## config.mk

```make
export PLATFORM = sky130hd
export DESIGN_NAME = maptable_module
export DESIGN_NICKNAME = d
export VERILOG_FILES = /design/src/rtl/maptable_module.sv
export SDC_FILE = /design/constraint.sdc
export NUM_CORES = 1
export LEC_CHECK = 0
export CAP_MARGIN = 30
export CORE_MARGIN = 3
export CORE_UTILIZATION = 40
export CTS_CLUSTER_DIAMETER = 30
export CTS_CLUSTER_SIZE = 10
export DETAILED_ROUTE_END_ITERATION = 8
export GPL_TIMING_DRIVEN = 1
export PLACE_DENSITY = 0.66
export SYNTH_ARGS = -nofsm -noshare
export SYNTH_HDL_FRONTEND = slang
export SYNTH_SLANG_ARGS = --single-unit
```

## constraint.sdc

```tcl
create_clock -name clock -period 4.75 [get_ports clock]
set_clock_uncertainty 0.1 [all_clocks]
set_input_delay 0.95 -clock clock [delete_from_list [all_inputs] [get_ports clock]]
set_output_delay 0.95 -clock clock [all_outputs]
set_load 0.05 [all_outputs]
```

## src/rtl/maptable_module.sv

```systemverilog
// ============================================================================
// Module   : maptable_module
// Brief    : Register rename map table with per-register ready bits and
//            registered rs1/rs2 lookups. Optional MAPTABLE_WB_FWD_EN forwards
//            a same-edge writeback into the registered ready bit.
// Revision : 1.0 - initial release
// ============================================================================
`default_nettype none

`ifndef ROB_TAG_LEN
`define ROB_TAG_LEN 6
`endif

package maptable_pkg;
    typedef struct packed {
        logic [6:0] funct7;
        logic [4:0] rs2;
        logic [4:0] rs1;
        logic [2:0] funct3;
        logic [4:0] rd;
        logic [6:0] opcode;
    } R_TYPE;

    typedef struct packed {
        R_TYPE r;
    } INST;

    typedef struct packed {
        logic [`ROB_TAG_LEN-1:0] rob_tag_val;
        logic                    rob_tag_ready;
    } MAPTABLE_PACKET;
endpackage

module maptable_module
    import maptable_pkg::*;
(
    input  logic                    clock,
    input  logic                    reset,
    input  INST                     inst,
    input  logic [4:0]              rd,
    input  logic [`ROB_TAG_LEN-1:0] rob_entry_in,
    input  logic                    valid_wb,
    input  logic [4:0]              rd_wb,
    input  logic [`ROB_TAG_LEN-1:0] rob_entry_wb,
    input  logic                    commit,
    input  logic [4:0]              rd_commit,
    input  logic [`ROB_TAG_LEN-1:0] rob_entry_commit,
    output MAPTABLE_PACKET          maptable_packet_rs1,
    output MAPTABLE_PACKET          maptable_packet_rs2
);

    localparam int c_NUM_REGS = 32;

    logic [`ROB_TAG_LEN-1:0] maptable        [c_NUM_REGS];
    logic                    ready_tag_table [c_NUM_REGS];

    logic [4:0]              w_rs1;
    logic [4:0]              w_rs2;
    logic [`ROB_TAG_LEN-1:0] w_tag_rs1;
    logic [`ROB_TAG_LEN-1:0] w_tag_rs2;
    logic                    w_rdy_rs1;
    logic                    w_rdy_rs2;
    logic                    w_wb_hit;
    logic                    w_commit_hit;
    logic                    w_unused_inst;

    assign w_rs1     = inst.r.rs1;
    assign w_rs2     = inst.r.rs2;
    assign w_tag_rs1 = maptable[w_rs1];
    assign w_tag_rs2 = maptable[w_rs2];

`ifdef MAPTABLE_WB_FWD_EN
    assign w_rdy_rs1 = ready_tag_table[w_rs1] |
                       (valid_wb && (w_tag_rs1 != '0) && (w_tag_rs1 == rob_entry_wb));
    assign w_rdy_rs2 = ready_tag_table[w_rs2] |
                       (valid_wb && (w_tag_rs2 != '0) && (w_tag_rs2 == rob_entry_wb));
`else
    assign w_rdy_rs1 = ready_tag_table[w_rs1];
    assign w_rdy_rs2 = ready_tag_table[w_rs2];
`endif

    // Tag compare protects against a register renamed since the producer issued.
    assign w_wb_hit     = valid_wb && (rob_entry_wb != '0) &&
                          (maptable[rd_wb] == rob_entry_wb);
    assign w_commit_hit = commit && (rob_entry_commit != '0) &&
                          (maptable[rd_commit] == rob_entry_commit);

    assign w_unused_inst = ^{inst.r.funct7, inst.r.funct3, inst.r.rd, inst.r.opcode};

    always_ff @(posedge clock) begin
        if (reset) begin
            for (int i = 0; i < c_NUM_REGS; i++) begin
                maptable[i]        <= '0;
                ready_tag_table[i] <= 1'b0;
            end
            maptable_packet_rs1 <= '0;
            maptable_packet_rs2 <= '0;
        end else begin
            // Later assignments win: allocation > commit > writeback.
            if (w_wb_hit) begin
                ready_tag_table[rd_wb] <= 1'b1;
            end
            if (w_commit_hit) begin
                maptable[rd_commit]        <= '0;
                ready_tag_table[rd_commit] <= 1'b0;
            end
            if (rd != 5'd0) begin
                maptable[rd]        <= rob_entry_in;
                ready_tag_table[rd] <= 1'b0;
            end
            maptable_packet_rs1 <= '{rob_tag_val: w_tag_rs1, rob_tag_ready: w_rdy_rs1};
            maptable_packet_rs2 <= '{rob_tag_val: w_tag_rs2, rob_tag_ready: w_rdy_rs2};
        end
    end

endmodule

`default_nettype wire

```

# [After elaboration in Yosys (flattened, before gate mapping)]
# Memory sizes are Yosys's and may differ from the RTL's. A register that Yosys moved wholly into a read port is not among the register bits.
# Cells that the tools add are included.
[totals] mem_count=2 ramBits=224 in_bits=69 wordCells=42 regBits=0 out_inout_bits=14
[memory_table] name="maptable" words=32 word_bits=6 read_ports=4 rd_clocked_by_memory_dff=2 wr=32 line_no="54" text="logic [`ROB_TAG_LEN-1:0] maptable [c_NUM_REGS];"
[memory_table] name="ready_tag_table" words=32 word_bits=1 read_ports=2 rd_clocked_by_memory_dff=2 wr=32 line_no="55" text="logic ready_tag_table [c_NUM_REGS];"
[op_classes] mux=26 n_eq_ne=2 n_reduce_logical=12
[ops] op="$mux 5" count=5
[ops] op="$mux 1" count=19
[ops] op="$eq 6x6->1" count=2
[ops] op="$mux 6" count=2
[ops] op="$reduce_bool 6->1" count=2
[ops] op="$reduce_or 6->1" count=2
[ops] op="$reduce_bool 5->1" count=1
[ops] op="$logic_and 1x1->1" count=4
[ops] op="$reduce_or 1->1" count=3

# [Depth between registers and ports, before layout]
[depth] ltp_word=8 mapped_depth=13 mapped_depth_nobuf=8

# [Worst setup path before layout]
# No wires, ideal clock.
[synth_timing] path_kind="in2reg" from="input port rd_commit[1]" to="memory maptable[30][0] (netlist name) (enable)" path_slack_ps=802 arrival_time_ps=3531 setup_ps=318 required_time_ps=4332 path_stages=13 path_buffers=5 path_cell_list="buf_4 > buf_4 > buf_2 > buf_2 > mux2i_1 > o22ai_1 > nor4_1 > nand2_1 > xnor2_1 > nand4_2 > buf_2 > nor4_1 > or3_1"
[synth_lines] element="start: declaration" line_no="46" text="input logic [4:0] rd_commit,"
[synth_lines] element="end: declaration" line_no="54"

==> reports/metrics.csv <==
stage,metric,value,unit
synthesis,ys.warnings.count,0,
grt,grt_pass1_vias,13330,
timing,period_needed,4.382,ns
worst_setup_path,cp-end-kind,flip-flop,
flow_run,cap_violations,0,
drt,drt_iter0_markers,2311,
grt,antenna_found_initial,1,
grt,grt_pass1_wl,93780,um
grt,track_usage,29.45,%
synthesis,synth_top_family_by_area,multiplexers,
pwr,power_density,366.7,mW/mm2
clock_tree,cts.sinks,238,
timing,setup_ws,0.3676,ns
synthesis,synthAdderAreaFrac,0,%
drt,ant_nets,0,
finish,fin_util,49.99,%
clock_tree,tritoncts,done,
grt,busiest_layer,met2,
placement,dp.cells,1955,
finish,fin_cells,2062,
drt,vias,13680,
timing,tns,0,ns
floorplanning,coreArea,0.04092,mm2
floorplanning,initial_utilization,40.64,%
clock_tree,clkSlewWorstSetupHoldPaths,0.05,ns
finish,regArea,0.006686,mm2
timing,hold_viol,0,
floorplanning,dieHeight,209.9,um
timing,fin_crit_sh,92.26,%
clock_tree,cts_resized,0,
worst_setup_path,worstSetupPathType,in -> reg,
timing,rsz0062_at_grt,false,
drt,viasPerCell,6.632,
timing,maxSlewViolCount,0,
placement,gp_congestion,1.069,
finish,drive_above_1_share,25.74,%
timing,worstMarginPinSlew,0.9803,ns
synthesis,synthDistinctLibCells,46,
grt,grt_max_degree,49,
clock_tree,ctsHoldBuffers,0,
placement,hpwl,49830,um
timing,setup_viol,0,
pwr,total_power,7.502,mW
synthesis,ys_seq_elements,238,
synthesis,syn_area_per_cell,12.21,um2
drt,routed_wl,65250,um
timing,max_slew_margin,34.50,%
synthesis,syn_inst,1362,
clock_tree,cts_buffer_depth,3,
worst_setup_path,cp_data_required_time,4.89,ns
drt,drcViolationCount,0,
synthesis,synth_top_cell_by_area,edfxtp_1,
synthesis,synthFlopType,edfxtp_1,
worst_setup_path,start_kind,input port,
finish,n_fill_cell,3588,
synthesis,synthSimpleGateAreaFrac,17.33,%
drt,wl_per_cell,31.65,um
floorplanning,die_area,0.04406,mm2
clock_tree,cts_setup_buffers,0,
synthesis,synth_xor_area_share,0.3686,%
synthesis,synth.area.mux_share,31.42,%
synthesis,synth_top_area_share,34.66,%
pwr,vdd_drop_max,0.0002831,V
clock_tree,cts-root-buf,clkbuf_16,
synthesis,synth.area.top_cells,"edfxtp_1 35%, mux4_2 19%, mux2i_1 12%, and2_1 7.0%, dfxtp_1 5.5%",
placement,io_buffers,60,
finish,multi_input_area,0.009383,mm2
floorplanning,dieWidth,209.9,um
worst_setup_path,arrival,4.53,ns
timing,max_freq,228.2,MHz
grt,use_met1,41.89,%
clock_tree,cts-buffers-inserted,55,
pwr,leakage,7.526,nW
drt,dr.pass1.iters,5,
synthesis,ys_seq_area_share,40.20,%
grt,met2_usage,43.62,%
finish,fin_area,0.02046,mm2
grt,met3_usage,7.683,%
finish,nets,1550,
worst_hold_path,hp-class,reg -> reg,
synthesis,synth_compound_area_share,7.154,%
clock_tree,clk_latency,0.62,ns
grt,grt-ovfl-total,0,
timing,whs,0.3966,ns
synthesis,netlist_area,0.01663,mm2
placement,place_area,0.01852,mm2
floorplanning,io_pins,83,
clock_tree,cts_max_level,2,
status,status,"complete, no violations",
floorplanning,rows,74,
worst_setup_path,worstPathMaxFanout,20,
synthesis,synth-edff-count,192,
finish,area_growth,23.00,%
synthesis,synth-async-reset-ratio,0,%
placement,dp_slack,-0.02700,ns
==> cells in the mapped netlist, types with 2 or more instances <==
library cell	n
a211oi_1	8
nand2b_1	37
buf_2	34
nand3b_1	8
buf_1	14
nand4_2	2
nand4bb_1	12
xor2_1	2
or3b_2	6
nor2b_1	2
o22ai_1	96
mux2i_1	207
edfxtp_1	192
or2_2	3
nand2_1	18
or3_1	36
nand4b_1	10
mux4_2	140
o41ai_1	23
nor3b_1	2
or4_1	3
nor3_1	3
dfxtp_1	46
a21oi_1	50
nand4_1	2
or4b_2	4
nand3_1	3
a21o_1	8
buf_4	11
nor2_1	48
or4b_1	5
buf_6	2
and2_1	186
clkbuf_1	68
xnor2_1	5
nor4_1	56
==> layout by cell type (no fill, tap or decap), drive strengths merged, types with 4 or more instances in the layout <==
master | netlist | layout
a21o | 8 | 8
bufinv | 0 | 7
or3b | 6 | 6
nor3 | 4 | 4
buf | 61 | 135
nor4 | 56 | 56
nand4 | 4 | 4
dfxtp | 46 | 46
mux2i | 207 | 207
inv | 0 | 5
clkdlybuf4s50 | 0 | 50
nand4b | 12 | 12
conb | 1 | 6
nand4bb | 12 | 12
edfxtp | 192 | 192
or3 | 36 | 36
o22ai | 96 | 96
nor2 | 48 | 48
and2 | 186 | 186
a211oi | 8 | 8
nand2b | 37 | 37
a21oi | 50 | 50
or4b | 9 | 9
or4 | 4 | 4
mux4 | 140 | 140
nand2 | 18 | 18
xnor2 | 5 | 5
clkinv | 0 | 23
nand3b | 8 | 8
o41ai | 23 | 23
clkinvlp | 0 | 10
clkbuf | 68 | 59
==> power by group <==
| part | switching [mW] | internal, mW | leakage (nW) |
|---|---|---|---|
| registers | 0.145 | 2.38 | 2.21 |
| clock network | 1.28 | 2.54 | 0.906 |
| logic | 0.663 | 0.502 | 4.41 |
==> state kept, by name (all words and copies together), names as in the netlist <==
register / flops
maptable_packet_rs2: 7
maptable: 192
ready_tag_table: 32
maptable_packet_rs1: 7
==> path summary, 6_finish.rpt <==
kind                                 start                            end  slack [ns]  depth (start not counted)
max                           rd_commit[0]   maptable[8][2]$_SDFFCE_PN0P_        0.37                         11
min          ready_tag_table[0]$_SDFF_PP0_  ready_tag_table[0]$_SDFF_PP0_        0.40                          2
max reg2reg  maptable[10][1]$_SDFFCE_PN0P_   maptable[8][2]$_SDFFCE_PN0P_        0.82                          9
min reg2reg  ready_tag_table[0]$_SDFF_PP0_  ready_tag_table[0]$_SDFF_PP0_        0.40                          2
==> worst max-delay path: stages <==
cell             delay [ns]
clkdlybuf4s50_1        0.46
buf_12                 0.18
or4b_2                 0.81
o22ai_1                0.27
nor4_1                 0.08
nand2_1                0.28
nand4b_1               0.15
a22o_2                 0.42
buf_4                  0.25
nor4_1                 0.28
or3_1                  0.38
==> kinds of logic after synthesis <==
group	count (synthesis)
compound gates	187
xor+xnor	7
buf+inv	129
flops	238
mux	347
other cells	1
simple gates	453
==> area by class of cell <==
class / instances / share of cell area (%)
tap: 532 / 3.254
sequential: 238 / 32.68
multi-input combinational: 1000 / 45.86
clock inverter: 45 / 2.440
clock buffer: 58 / 6.880
antenna: 3 / 0.03669
timing repair buffer: 186 / 8.844
==> metal layers <==
metal  up-vias  wire [um]
met3       140       7860
met2      1002      28310
met1      6831      26400
met5         -          0
met4         0       2681
li1       5703          -
Power figures use the tool's default switching activity.
